`config.mk`:
```
export PLATFORM = sky130hd
export DESIGN_NAME = scan_wrap_ctrl
export DESIGN_NICKNAME = d
export VERILOG_FILES = /design/src/rtl/scan_wrap_ctrl.sv
export SDC_FILE = /design/constraint.sdc
export NUM_CORES = 1
export LEC_CHECK = 0
export ABC_AREA = 1
export CORE_MARGIN = 2
export CORE_UTILIZATION = 44
export CTS_BUF_LIST = sky130_fd_sc_hd__clkbuf_4 sky130_fd_sc_hd__clkbuf_8
export DETAILED_ROUTE_END_ITERATION = 10
export PLACE_DENSITY = 0.75
export SYNTH_ARGS = -nofsm -noshare
export SYNTH_HDL_FRONTEND = slang
export SYNTH_SLANG_ARGS = --single-unit
export TNS_END_PERCENT = 100
```
`constraint.sdc`:
```
create_clock -name CK -period 1.35 [get_ports CK]
set_input_delay 0.27 -clock CK [delete_from_list [all_inputs] [get_ports CK]]
set_output_delay 0.27 -clock CK [all_outputs]
set_load 0.02 [all_outputs]
```
`src/rtl/scan_wrap_ctrl.sv`:
```
// scan_wrap_ctrl: scan-chain wrapper controller with a capture/shift/update
// sequence and an optional multiple-input signature register (MISR).
//
// Parameters:
//   WIDTH  number of scan cells in the chain (2..256)
//   POLY   MISR feedback polynomial (WIDTH bits)
//
// Ports:
//   CK             clock, all state changes on the rising edge
//   RST            asynchronous active-high reset
//   start          request a capture/shift/update operation (ignored if busy)
//   abort          cancel an operation in CAPTURE or SHIFT
//   scan_data_in   serial data entering chain cell 0
//   d              parallel functional data captured into the chain
//   misr_clr       synchronous clear of the signature register
//   q              update register driving the functional logic
//   scan_data_out  chain cell WIDTH-1
//   busy           high in any non-IDLE state
//   done           high exactly in UPDATE
//   sig            MISR signature (tied to 0 without the MISR)
//
// Build option:
//   SCAN_MISR_EN   when defined, a MISR folds d in at every CAPTURE edge.
//                  When undefined there are no MISR flops, sig reads 0 and
//                  misr_clr has no effect.

module scan_wrap_ctrl #(
    parameter int              WIDTH = 16,
    parameter logic [WIDTH-1:0] POLY = 'h002D
) (
    input  logic             CK,
    input  logic             RST,
    input  logic             start,
    input  logic             abort,
    input  logic             scan_data_in,
    input  logic [WIDTH-1:0] d,
    input  logic             misr_clr,
    output logic [WIDTH-1:0] q,
    output logic             scan_data_out,
    output logic             busy,
    output logic             done,
    output logic [WIDTH-1:0] sig
);

    // One extra bit so the counter can reach WIDTH without wrapping.
    localparam int CW = $clog2(WIDTH) + 1;
    localparam logic [CW-1:0] LAST = CW'(WIDTH - 1);

    typedef enum logic [1:0] {
        IDLE,
        CAPTURE,
        SHIFT,
        UPDATE
    } state_t;

    state_t           state;
    logic [WIDTH-1:0] chain;
    logic [CW-1:0]    cnt;

    assign scan_data_out = chain[WIDTH-1];

    // busy/done are registered alongside the state so they change on
    // the same edge as the state they describe.
    always_ff @(posedge CK or posedge RST) begin
        if (RST) begin
            state <= IDLE;
            chain <= '0;
            cnt   <= '0;
            q     <= '0;
            busy  <= 1'b0;
            done  <= 1'b0;
        end else begin
            unique case (state)
                IDLE: begin
                    // abort has no meaning here, start alone decides
                    if (start) begin
                        state <= CAPTURE;
                        busy  <= 1'b1;
                    end
                end
                CAPTURE: begin
                    if (abort) begin
                        state <= IDLE;
                        busy  <= 1'b0;
                    end else begin
                        chain <= d;
                        cnt   <= '0;
                        state <= SHIFT;
                    end
                end
                SHIFT: begin
                    // abort wins over the shift-complete transition
                    if (abort) begin
                        state <= IDLE;
                        busy  <= 1'b0;
                    end else begin
                        chain <= {chain[WIDTH-2:0], scan_data_in};
                        cnt   <= cnt + 1'b1;
                        if (cnt == LAST) begin
                            state <= UPDATE;
                            done  <= 1'b1;
                        end
                    end
                end
                UPDATE: begin
                    q     <= chain;
                    state <= IDLE;
                    busy  <= 1'b0;
                    done  <= 1'b0;
                end
                default: begin
                    state <= IDLE;
                    busy  <= 1'b0;
                    done  <= 1'b0;
                end
            endcase
        end
    end

`ifdef SCAN_MISR_EN
    logic [WIDTH-1:0] misr;
    logic [WIDTH-1:0] misr_fb;

    assign misr_fb = misr[WIDTH-1] ? POLY : '0;

    // An aborted CAPTURE loads nothing, so it leaves the signature alone.
    always_ff @(posedge CK or posedge RST) begin
        if (RST) begin
            misr <= '0;
        end else if (misr_clr) begin
            misr <= '0;
        end else if (state == CAPTURE && !abort) begin
            misr <= {misr[WIDTH-2:0], 1'b0} ^ misr_fb ^ d;
        end
    end

    assign sig = misr;
`else
    localparam logic [WIDTH-1:0] unused_poly = POLY;
    logic unused_misr_clr;

    assign unused_misr_clr = misr_clr;
    assign sig = '0;
`endif

endmodule

```
==> results of run 1 <==
[state kept, by name, indices dropped and copies added (netlist names)]
name   count
busy       1
state      2
cnt        5
q         16
done       1
chain     16
[layout make-up]
| cell class | instances | area share (%) |
|---|---|---|
| Multi-Input combinational cell | 138 | 31.9 |
| Timing Repair Buffer | 62 | 24.0 |
| Inverter | 19 | 2.76 |
| Sequential cell | 41 | 36.0 |
| Tap cell | 52 | 2.28 |
| Clock buffer | 6 | 2.68 |
| Clock inverter | 2 | 0.351 |
[synthesized netlist by cell type (2+ instances only)]
| cell type | count |
|---|---|
| a21oi_1 | 9 |
| buf_2 | 5 |
| buf_4 | 18 |
| buf_6 | 2 |
| dfrtp_1 | 41 |
| ha_1 | 7 |
| inv_1 | 17 |
| inv_2 | 2 |
| mux2_2 | 9 |
| nand2_1 | 23 |
| nand2_2 | 2 |
| nand4_1 | 2 |
| nor2_1 | 26 |
| o211ai_1 | 7 |
| o21a_1 | 9 |
| o21ai_0 | 20 |
| o21ai_1 | 3 |
[logic make-up after synthesis]
family          count (synthesis)  share of synthesized area, %
compound gates                 51                          15.2
fa+ha+maj                       7                          4.39
buf+inv                        44                          12.7
flops                          41                          51.4
mux                             9                          5.08
other cells                     1                         0.188
simple gates                   55                          11.0
[worst max-delay path: stages, from the launching register on]
cell and delay, ns:
dfrtp_2 0.47, ha_4 0.22, buf_12 0.16, or2_1 0.23
o211ai_1 0.11, o21ai_1 0.09
[final timing paths]
path / from / endpoint / slack, ns / depth (start not counted)
worst max-delay path: state[1] / chain[0] / -0.06 / 5
worst min-delay path: RST / q[3] / 0.33 / 3
worst max register to register: state[1] / chain[0] / -0.06 / 5
worst min register to register: done / done / 0.49 / 1
max in group asynchronous: RST / state[1] / 0.81 / 3
min in group CK: done / done / 0.49 / 1
[power by group]
part,internal [µW],total (µW),switching [µW]
Clock,379,802,424
Sequential,1780,2070,294
Combinational,1570,3260,1690
Total,3730,6140,2410
[repair_timing]
item,CTS,global route
pin swaps,5,9
gates cloned,3,2
gates resized for setup,51,24
hold endpoints to repair,0,0
endpoints found under the setup margin,43,28
setup buffers,0,1
[per-layer routing]
layer	track usage, %	vias to the layer above	part of all wire (%)
li1	-	774	-
met1	21.3	732	43
met2	29.3	50	50
met3	5.06	6	5.3
met4	6.92	0	1.3
met5	0	-	0
[per-stage QoR]
step / area [µm²] / cells / hold slack, ns / worst slack [ns]
floorplan: 2060 / 223 / 0.425 / 0.00287
global placement: 2500 / 306 / 0.483 / -0.145
detailed placement: 2500 / 306 / 0.482 / -0.165
CTS: 2710 / 317 / 0.346 / 0.00296
global route: 2850 / 320 / 0.359 / -0.114
finish: 2850 / 320 / 0.327 / -0.0561
==> run_results.csv, run 1 <==
group,metric,value,unit
power,p_leak,0.00127,µW
grt,grt_max_degree,42,
logic_synthesis,synth_area,0.00200,mm²
critical_path,cp.required,1.53,ns
floorplan,die_x,71.4,µm
detailed_routing,drtIter0Drc,97,
logic_synthesis,synth_top_area_cell,"dfrtp_1",
finish,nFillCells,327,
finish,area_growth,42.8,%
critical_path,crit_path_end_kind,"register",
floorplan,top_level_ports,57,
grt,grt_overflow,0,
run,drv_cap,0,
logic_synthesis,synth_edf_count,0,
detailed_routing,drt-pass1-iter-count,5,
floorplan,start_util,45.9,%
finish,layout_commonest_cell,"dfrtp_1",
run_status,status,"complete, but fails checks",
finish,final_cell_mix,"40 x dfrtp_1, 24 x nor2_1, 21 x nand2_1",
placement,routabilityCongestion,0.778,
sta,tns,-0.151,ns
power,irDropWorstVdd,0.962,mV
floorplan,fp.dieArea,0.00509,mm²
sta,fin_crit,1.41,ns
floorplan,fp.dieH,71.4,µm
logic_synthesis,synth_cells,208,
detailed_routing,wire_per_inst,13.9,µm
logic_synthesis,seq_area_frac_synth,51.4,%
clocking,cts_sinks,41,
grt,grt_antenna_before_repair,0,
worst_hold_path,min_path_type,"in -> async",
critical_path,path_max_fanout,19,
grt,grt_pass1_vias,1512,
placement,portBuffers,39,
floorplan,fp.coreArea,0.00435,mm²
finish,fin_util,65.5,%
logic_synthesis,synth_top_area_share,51.4,%
clocking,clk_path_buf_depth,2,
detailed_routing,viasPerCell,4.88,
sta,setup_violations,6,
finish,n_antenna_cell,0,
placement,place_hpwl,2.72,mm
clocking,htree_num_levels,2,
power,p_per_area,2150,mW/mm²
finish,regArea,0.00103,mm²
clocking,clk_pin_slew_worst_paths,0.08,ns
logic_synthesis,synth_flop_cell,"dfrtp_1",
logic_synthesis,synth_area_leaders,"dfrtp_1 51%, buf_4 6.8%, mux2_2 5.1%, o21ai_0 5.0%, nor2_1 4.9%",
finish,nets,296,
power,total_power,6140,µW
detailed_routing,drc,0,
critical_path,arrival,1.58,ns
sta,drv_slew,0,
clocking,holdBufCountCts,0,
sta,fmax,0.711,GHz
floorplan,rows,24,
sta,setup_ws,-0.0561,ns
detailed_routing,postRouteAntennaNets,0,
finish,drive_above_1_share,23.9,%
clocking,cts_root_buf,"clkbuf_8",
clocking,cts_buffers,5,
logic_synthesis,avgSynthCellArea,9.60,µm²
run_status,violations,"setup timing",
clocking,worstSkewPairLatency,0.30,ns
logic_synthesis,synth_cell_types,23,
finish,multiInputGateArea,911,µm²
detailed_routing,wirelength,4.46,mm
grt,grt_pass1_wl,6.89,mm
sta,finalClockSkew,0.00537,ns
critical_path,start_kind,"register",
logic_synthesis,yosys_warnings,0,
detailed_routing,num_vias,1562,
sta,rsz0062_at_grt,"yes",
sta,hold_violations,0,
sta,fin_crit_sh,104,%
logic_synthesis,synth_seq_cells,41,
grt,grt_usage,17.5,%
clocking,cts_tree,"done",
critical_path,criticalPathCategory,"reg -> reg",
logic_synthesis,synthArstFlopShare,100,%
No activity file was read; power rests on OpenSTA's default activity.
==> run 2, diff against run 1 <==
--- a/config.mk
+++ b/config.mk
@@ -6,7 +6,7 @@
 export NUM_CORES = 1
 export LEC_CHECK = 0
 export ABC_AREA = 1
-export CORE_MARGIN = 2
+export CORE_MARGIN = 1
 export CORE_UTILIZATION = 44
 export CTS_BUF_LIST = sky130_fd_sc_hd__clkbuf_4 sky130_fd_sc_hd__clkbuf_8
 export DETAILED_ROUTE_END_ITERATION = 10
==> run 2 against run 1 <==
Effect of this change: clock power hardly changed; final cell count is 0.31% higher; die area is 5.5% lower; utilization is 2.3 points lower; flip-flop and latch count stayed put; combinational power is 7.4% lower; largest power group unchanged; count of clock-buffer cells in the layout stayed put; clock skew is 0.0034 ns higher; global-route usage is 0.49 points lower; sequential power hardly changed; the run now ends clean; worst setup slack better by 0.058 ns; largest cell class unchanged; routed wire length is 7.2% lower.
==> run_results.csv, run 2 (synthesis gave the netlist of run 1 again) <==
group,metric,value,unit
sta,setup_violations,0,
detailed_routing,top_layer,"met4",
floorplan,die_x,69.4,µm
finish,drive_above_1_share,21.9,%
detailed_routing,viasPerCell,4.81,
placement,place_ws,-0.158,ns
floorplan,fp.dieArea,0.00481,mm²
clocking,cts_tree,"done",
critical_path,ff2ff_setup_slack,0.002,ns
sta,drv_slew,0,
clocking,cts_sinks,41,
detailed_routing,num_vias,1543,
power,irDropWorstVdd,0.809,mV
clocking,htree_num_levels,2,
run,drv_cap,0,
floorplan,start_util,45.9,%
grt,grt_antenna_before_repair,0,
grt,grt_pass1_vias,1426,
clocking,worstSkewPairLatency,0.30,ns
finish,largest_registers,"chain: 16 flops, q: 16 flops, cnt: 5 flops",
critical_path,cp-endpoint,"chain[13]",
finish,nets,297,
detailed_routing,drtIter0Drc,147,
critical_path,rr_startpoint,"state[1]",
clocking,holdBufCountCts,0,
critical_path,cp.required,1.53,ns
sta,hold_violations,0,
detailed_routing,m1WireLength,1.85,mm
critical_path,crit_path_end_kind,"register",
placement,portBuffers,39,
power,total_power,5880,µW
power,p_leak,0.00127,µW
floorplan,fp.dieH,69.4,µm
finish,layout_commonest_cell,"dfrtp_1",
detailed_routing,dr_wl_met2,2.03,mm
critical_path,arrival,1.53,ns
critical_path,path_max_fanout,6,
grt,grt_pass1_wl,6.43,mm
finish,area_growth,37.8,%
grt,grt_usage,17.0,%
clocking,clk_path_buf_depth,2,
sta,fin_crit_sh,99.8,%
grt,grt_overflow,0,
clocking,clk_pin_slew_worst_paths,0.08,ns
grt,grt_max_degree,42,
placement,routabilityCongestion,0.738,
floorplan,fp.coreArea,0.00435,mm²
clocking,cts_buffers,5,
worst_hold_path,min_path_type,"in -> async",
finish,final_cell_mix,"40 x dfrtp_1, 25 x nor2_1, 21 x nand2_1",
sta,setup_ws,0.00221,ns
finish,n_antenna_cell,0,
critical_path,r2r-end,"chain[13]",
detailed_routing,wire_per_inst,12.9,µm
detailed_routing,dr_wl_met3,193,µm
sta,fmax,0.742,GHz
sta,timing.hold.ws,0.326,ns
critical_path,start_kind,"register",
critical_path,cp-startpoint,"state[1]",
power,p_per_area,2140,mW/mm²
detailed_routing,drt-pass1-iter-count,4,
sta,rsz0062_at_grt,"yes",
detailed_routing,drc,0,
sta,finalClockSkew,0.00879,ns
detailed_routing,wirelength,4.13,mm
clocking,cts_root_buf,"clkbuf_8",
critical_path,criticalPathCategory,"reg -> reg",
floorplan,rows,24,
placement,place_hpwl,2.56,mm
finish,fin_util,63.2,%
floorplan,top_level_ports,57,
sta,fin_crit,1.35,ns
detailed_routing,postRouteAntennaNets,0,
critical_path,r2r_cells,7,
run_status,status,"completed",
## run 2: cell count changes in the layout (fill, tap and decap cells not counted), moves of 2 or more
cell     previous run  this run
o21ai_2             4         2
ha_4                4         1
buf_4              11        13
nand2_8             2         0
o21ai_0             5         7
ha_2                1         3
buf_16              2         0
## run 2: final cells by class
class | count | area (µm²)
Inverter | 19 | 73.8
Multi-Input combinational cell | 138 | 826
Fill cell | 371 | 1600
Timing Repair Buffer | 63 | 673
Tap cell | 52 | 65.1
Clock buffer | 6 | 76.3
Clock inverter | 2 | 10.0
Sequential cell | 41 | 1030
## run 2: what timing repair did
| item | CTS | global route |
|---|---|---|
| pin swaps | 0 | 8 |
| gates cloned | 0 | 3 |
| setup endpoints to repair | 42 | 30 |
| setup buffers | 0 | 4 |
| gates resized for setup | 32 | 20 |
## run 2: where the power goes
group | switching (µW) | leakage (µW) | internal (µW) | total [µW]
Sequential | 285 | 0.000489 | 1780 | 2070
Combinational | 1540 | 0.000729 | 1470 | 3020
Clock | 422 | 0.0000484 | 378 | 800
## run 2: critical path, stage by stage (launching register included)
cell and delay [ns]:
dfrtp_2 0.45, inv_2 0.08, ha_2 0.18, nand2_2 0.06
nand2_4 0.14, buf_6 0.14, o21ai_1 0.07, o21a_1 0.11
## run 2: worst min-delay path by stage
stage	cells after the start	to	slack, ns
5_1_grt	3	q[2]	0.38
2_1_floorplan	2	chain[0]	0.42
3_3_place_gp	1	done	0.48
4_1_cts	3	q[4]	0.34
6_report	3	q[2]	0.33
3_5_place_dp	1	done	0.48
## run 2: stage by stage
step	area, µm²	TNS, ns	instances
after floorplan	2060	0	223
after global placement	2500	-2.16	306
after detailed placement	2500	-2.64	306
after CTS	2600	-0.00248	314
after global routing	2750	-1.18	321
final	2750	0	321
## run 2: metal layers
layer	vias to the layer above	global-route usage, %
li1	769	-
met1	733	22.2
met2	36	26.9
met3	5	5.38
met4	0	5.67
met5	-	0
==> variant 1 (settings of run 1) <==
The 4 states of `state_t` get a one-hot encoding in 4 bits.
--- a/src/rtl/scan_wrap_ctrl.sv
+++ b/src/rtl/scan_wrap_ctrl.sv
@@ -47,9 +47,9 @@
     localparam logic [CW-1:0] LAST = CW'(WIDTH - 1);
 
-    typedef enum logic [1:0] {
-        IDLE,
-        CAPTURE,
-        SHIFT,
-        UPDATE
+    typedef enum logic [3:0] {
+        IDLE    = 4'b0001,
+        CAPTURE = 4'b0010,
+        SHIFT   = 4'b0100,
+        UPDATE  = 4'b1000
     } state_t;
 
Check against the original RTL: no difference found for any inputs over 10 cycles, from zero or initial values and one cycle with RST high; not proved beyond that.
==> variant 1 against run 1 <==
Area after synthesis rose by 6.5%; core utilization fell by 4.0 points; the run still ends with setup timing left; routed wire length fell by 3.8%; final area rose by 1.1%; worst setup slack improved by 0.028 ns; sequential cell count rose by 2.
Power is not compared: it rests on default switching activity, and its combinational part moved more than twofold at a synthesized area within 25%.
==> variant 1: results (changes against run 1) <==
[status]
outcome=finished with violations
violations=setup timing

[sta]
tns_ns=-0.02959  ; +0.1211 ns
finalClockSkew_ns=0.002928  ; -0.002443 ns
timing.final.ws_setup_ns=-0.02821  ; +0.02789 ns
final-setup-viol-count=2  ; -4

[setup_path]
cp_max_fo=3  ; -16
crit_path_end=state[2]
cp.arrival_ns=1.60  ; +0.02 ns
crit_start=cnt[1]

[synth]
ys_types=26  ; +13%
synth_fa_ha_area_share_pct=1.177  ; -3.2 points
syn-instance-count=257  ; +24%
synth-compound-area-share_pct=8.240  ; -7.0 points
synth.area.top_cells=dfrtp_1 (49%), nand2_1 (17%), buf_4 (6.7%), inv_1 (4.8%), o21ai_0 (4.2%)
synthTopCellsByCount=nand2_1 (95), dfrtp_1 (42), inv_1 (27)

[placed_design]
dp_slack_ns=-0.1466  ; +0.01871 ns
placedCellCount=353  ; +15%
detailed_place.area_um2=2611  ; +4.3%
gp_congestion=0.7579  ; -2.5%

[cells_and_area]
nets=337  ; +14%
fin_area_um2=2883  ; +1.1%
drive_gt1_share_pct=17.83  ; -6.0 points
fillers=398  ; +22%

[cts]
clk_latency_ns=0.28  ; -0.02 ns

[global_route]
grt_max_degree=44  ; +4.8%
grt_pass1_wl_um=6596  ; -4.2%

[floorplanning]
core_area_um2=4692  ; +7.8%

[drt]
vias=1709  ; +9.4%

## variant 1: changes by cell type after synthesis, sizes merged, moves of 9 or more
cell,before,now
inv,19,30
nor2,26,9
nand2,25,97
o21a,9,0
nand3,1,10
o21ai,24,34
mux2,9,0
## variant 1: how the worst min path moves through the flow
stage / depth (start not counted) / end / slack [ns]
floorplan: 2 / state[1] / 0.42
global placement: 2 / cnt[3] / 0.46
detailed placement: 2 / busy / 0.46
CTS: 3 / done / 0.32
global route: 3 / chain[5] / 0.34
finish: 3 / cnt[1] / 0.32
## variant 1: layout make-up
type / instances / area share [%]
inverter: 30 / 3.993
sequential: 43 / 37.41
clock inverter: 2 / 2.083
tap: 54 / 2.344
clock buffer: 6 / 2.648
timing repair buffer: 59 / 21.44
multi-input combinational: 174 / 30.08
## variant 1: metal layers
layer  vias to the layer above  share of wire (%)  GRT usage [%]
met5                         -                  0              0
met4                         0               0.72          5.455
met3                         4                3.9          3.018
met2                        40                 51          27.28
met1                       790                 44          19.63
li1                        875                  -              -
## variant 1: timing repair
item                       4_1_cts  5_1_grt
pin swaps                        3        5
setup endpoints to repair       22       12
hold buffers                     0        0
gates resized for setup         24       20
cloned                           0        2
setup buffers                    2        3
## variant 1: power groups by stage
stage | Combinational (µW) | Clock [µW] | Sequential (µW)
after global placement | 1330 | 0 | 1870
after floorplan | 794 | 0 | 1970
after detailed placement | 1360 | 0 | 1880
final | 1420 | 1180 | 1860
after CTS | 1310 | 1210 | 1860
after global routing | 1610 | 1260 | 1900
## variant 1: critical path: stages (launching register included)
cell and delay [ns]:
dfrtp_1 0.39, ha_2 0.19, nand2_2 0.09, nor2_4 0.04, ha_4 0.15, inv_2 0.05
nand4_1 0.16, buf_4 0.19, nand2_1 0.05
==> variant 2 (config.mk and constraints of run 1) <==
Without the edit above. `WIDTH`: 16 -> 8.
--- a/src/rtl/scan_wrap_ctrl.sv
+++ b/src/rtl/scan_wrap_ctrl.sv
@@ -26,5 +26,5 @@
 
 module scan_wrap_ctrl #(
-    parameter int              WIDTH = 16,
+    parameter int              WIDTH = 8,
     parameter logic [WIDTH-1:0] POLY = 'h002D
 ) (
Ports: changed (resized d, q and sig); port bits go from 57 to 33. The function was not compared with the original's and may differ.
==> variant 2 against run 1 <==
Routed wire length down 38%; final area down 38%; sequential share of layout area down 2.3 points; critical path type unchanged; sequential cell count down 17; combinational power down 33%; area after synthesis down 37%; sequential power down 42%; die area down 35%; via count down 31%; worst setup slack better by 0.058 ns; first-iteration DRC count down 75%; power down 38%.
==> variant 2: results (changes against run 1) <==
[setup_path]
critPathSlowestCell=dfrtp_1
critPathMaxStageDelay_ns=0.43  ; -0.04 ns
cp_max_fo=6  ; -13
cp.arrival_ns=1.57

[cts]
postCtsHoldBufs=0  ; unchanged
clk_path_buf_depth=2  ; unchanged
clk_pin_slew_ns=0.13  ; +0.05 ns
clk_latency_ns=0.31
htreeDepth=1  ; -1
cts_buffers=3  ; -2
cts_root_buf=clkbuf_4

[synth]
synthArstFlopShare_pct=100.0  ; unchanged
ys_types=24  ; +4.3%
syn_area_per_cell_um2=9.237  ; -3.8%
ys_seq_area_share_pct=47.81  ; -3.6 points
synthTopCellsByCount=dfrtp_1 (24), nand2_1 (24), inv_1 (13)
synthFlopType=dfrtp_1
synth-warning-count=0  ; unchanged
synth.area.top_cells=dfrtp_1 (48%), nand2_1 (7.2%), ha_1 (6.0%), buf_4 (5.4%), o21ai_2 (4.9%)

[global_route]
antenna_found_initial=0  ; unchanged
grt_use_total_pct=16.20  ; -1.3 points
grt_max_degree=25  ; -40%
grt_pass1_vias=994  ; -34%
grt_pass1_wl_um=4146  ; -40%

[power_and_ir_drop]
p_leak_uw=0.0008416  ; -34%
ir_worst_vdd_mv=1.483  ; +54%

[cells_and_area]
drive_gt1_share_pct=31.89  ; +8.0 points
nets=206  ; -30%
reg_top3=chain (8), q (8), cnt (4)
antennaDiodeCount=0  ; unchanged
instances_no_fill=216  ; -33%

[placed_design]
gp_congestion=0.8493  ; +9.2%
portBuffers=23  ; -41%
dp_slack_ns=-0.1667  ; -0.001378 ns
placedCellCount=200  ; -35%
detailed_place.area_um2=1584  ; -37%
dp_hpwl_um=1871  ; -31%

[drt]
drt-met1-wl_um=1111  ; -42%
drt_iter0_markers=24  ; -75%
viasPerCell=4.963  ; +1.7%
wl_per_cell_um=12.83  ; -7.8%
first_pass_iters=4  ; -1
met3_length_um=125  ; -47%
wl_met2_um=1471  ; -34%
routed.top_layer=met4

[min_path]
hp-class=input pin to asynchronous set/reset pin

[status]
outcome=complete, no violations

[sta]
finalClockSkew_ns=0.004408  ; -0.0009631 ns

## variant 2: kinds of logic (layout without fill, tap and decap cells)
family / after synthesis / in the layout / share of synthesized area, %
fa+ha+maj: 6 / 6 / 5.976
other cells: 1 / 8 / 0.2985
compound gates: 34 / 34 / 18.43
simple gates: 42 / 43 / 13.94
flops: 24 / 24 / 47.81
mux: 1 / 1 / 0.8964
buf+inv: 28 / 69 / 12.65
## variant 2: path summary, 6_finish.rpt
path	start	end	slack [ns]	cells after the start
max	state[0]	done	0.002	9
min	RST	q[0]	0.31	3
max reg2reg	state[0]	done	0.002	9
min reg2reg	busy	busy	0.52	2
max in group asynchronous	RST	busy	0.80	3
min in group CK	busy	busy	0.52	2
## variant 2: power by group
part	switching (µW)	internal, µW
combinational	1180	1030
sequential	171	1030
clock	215	165
total	1560	2230
## variant 2: what timing repair did
action                     4_1_cts  5_1_grt
cloned                           0        1
resized for setup               17       21
buffers inserted                 6        7
pin swaps                        5       12
setup endpoints to repair       25       21
## variant 2: area by class of cell
cell class	instances	area (µm²)
Fill cell	225	954.7
Sequential cell	24	600.6
Multi-Input combinational cell	92	590.6
Timing Repair Buffer	50	454.2
Inverter	15	58.81
Tap cell	31	38.79
Clock buffer	4	36.28
## variant 2: critical path, delay by kind of cell (launching register included)
| family | cells | cell delay [ns] |
|---|---|---|
| compound gates | 1 | 0.06 |
| simple gates | 3 | 0.25 |
| buf+inv | 4 | 0.39 |
| fa+ha+maj | 1 | 0.14 |
| flops | 1 | 0.43 |
## variant 2: layer usage
| metal | global-route usage [%] | vias up |
|---|---|---|
| met4 | 2.990 | 0 |
| met2 | 28.90 | 38 |
| li1 | - | 521 |
| met1 | 19.86 | 505 |
| met5 | 0 | - |
| met3 | 4.082 | 8 |
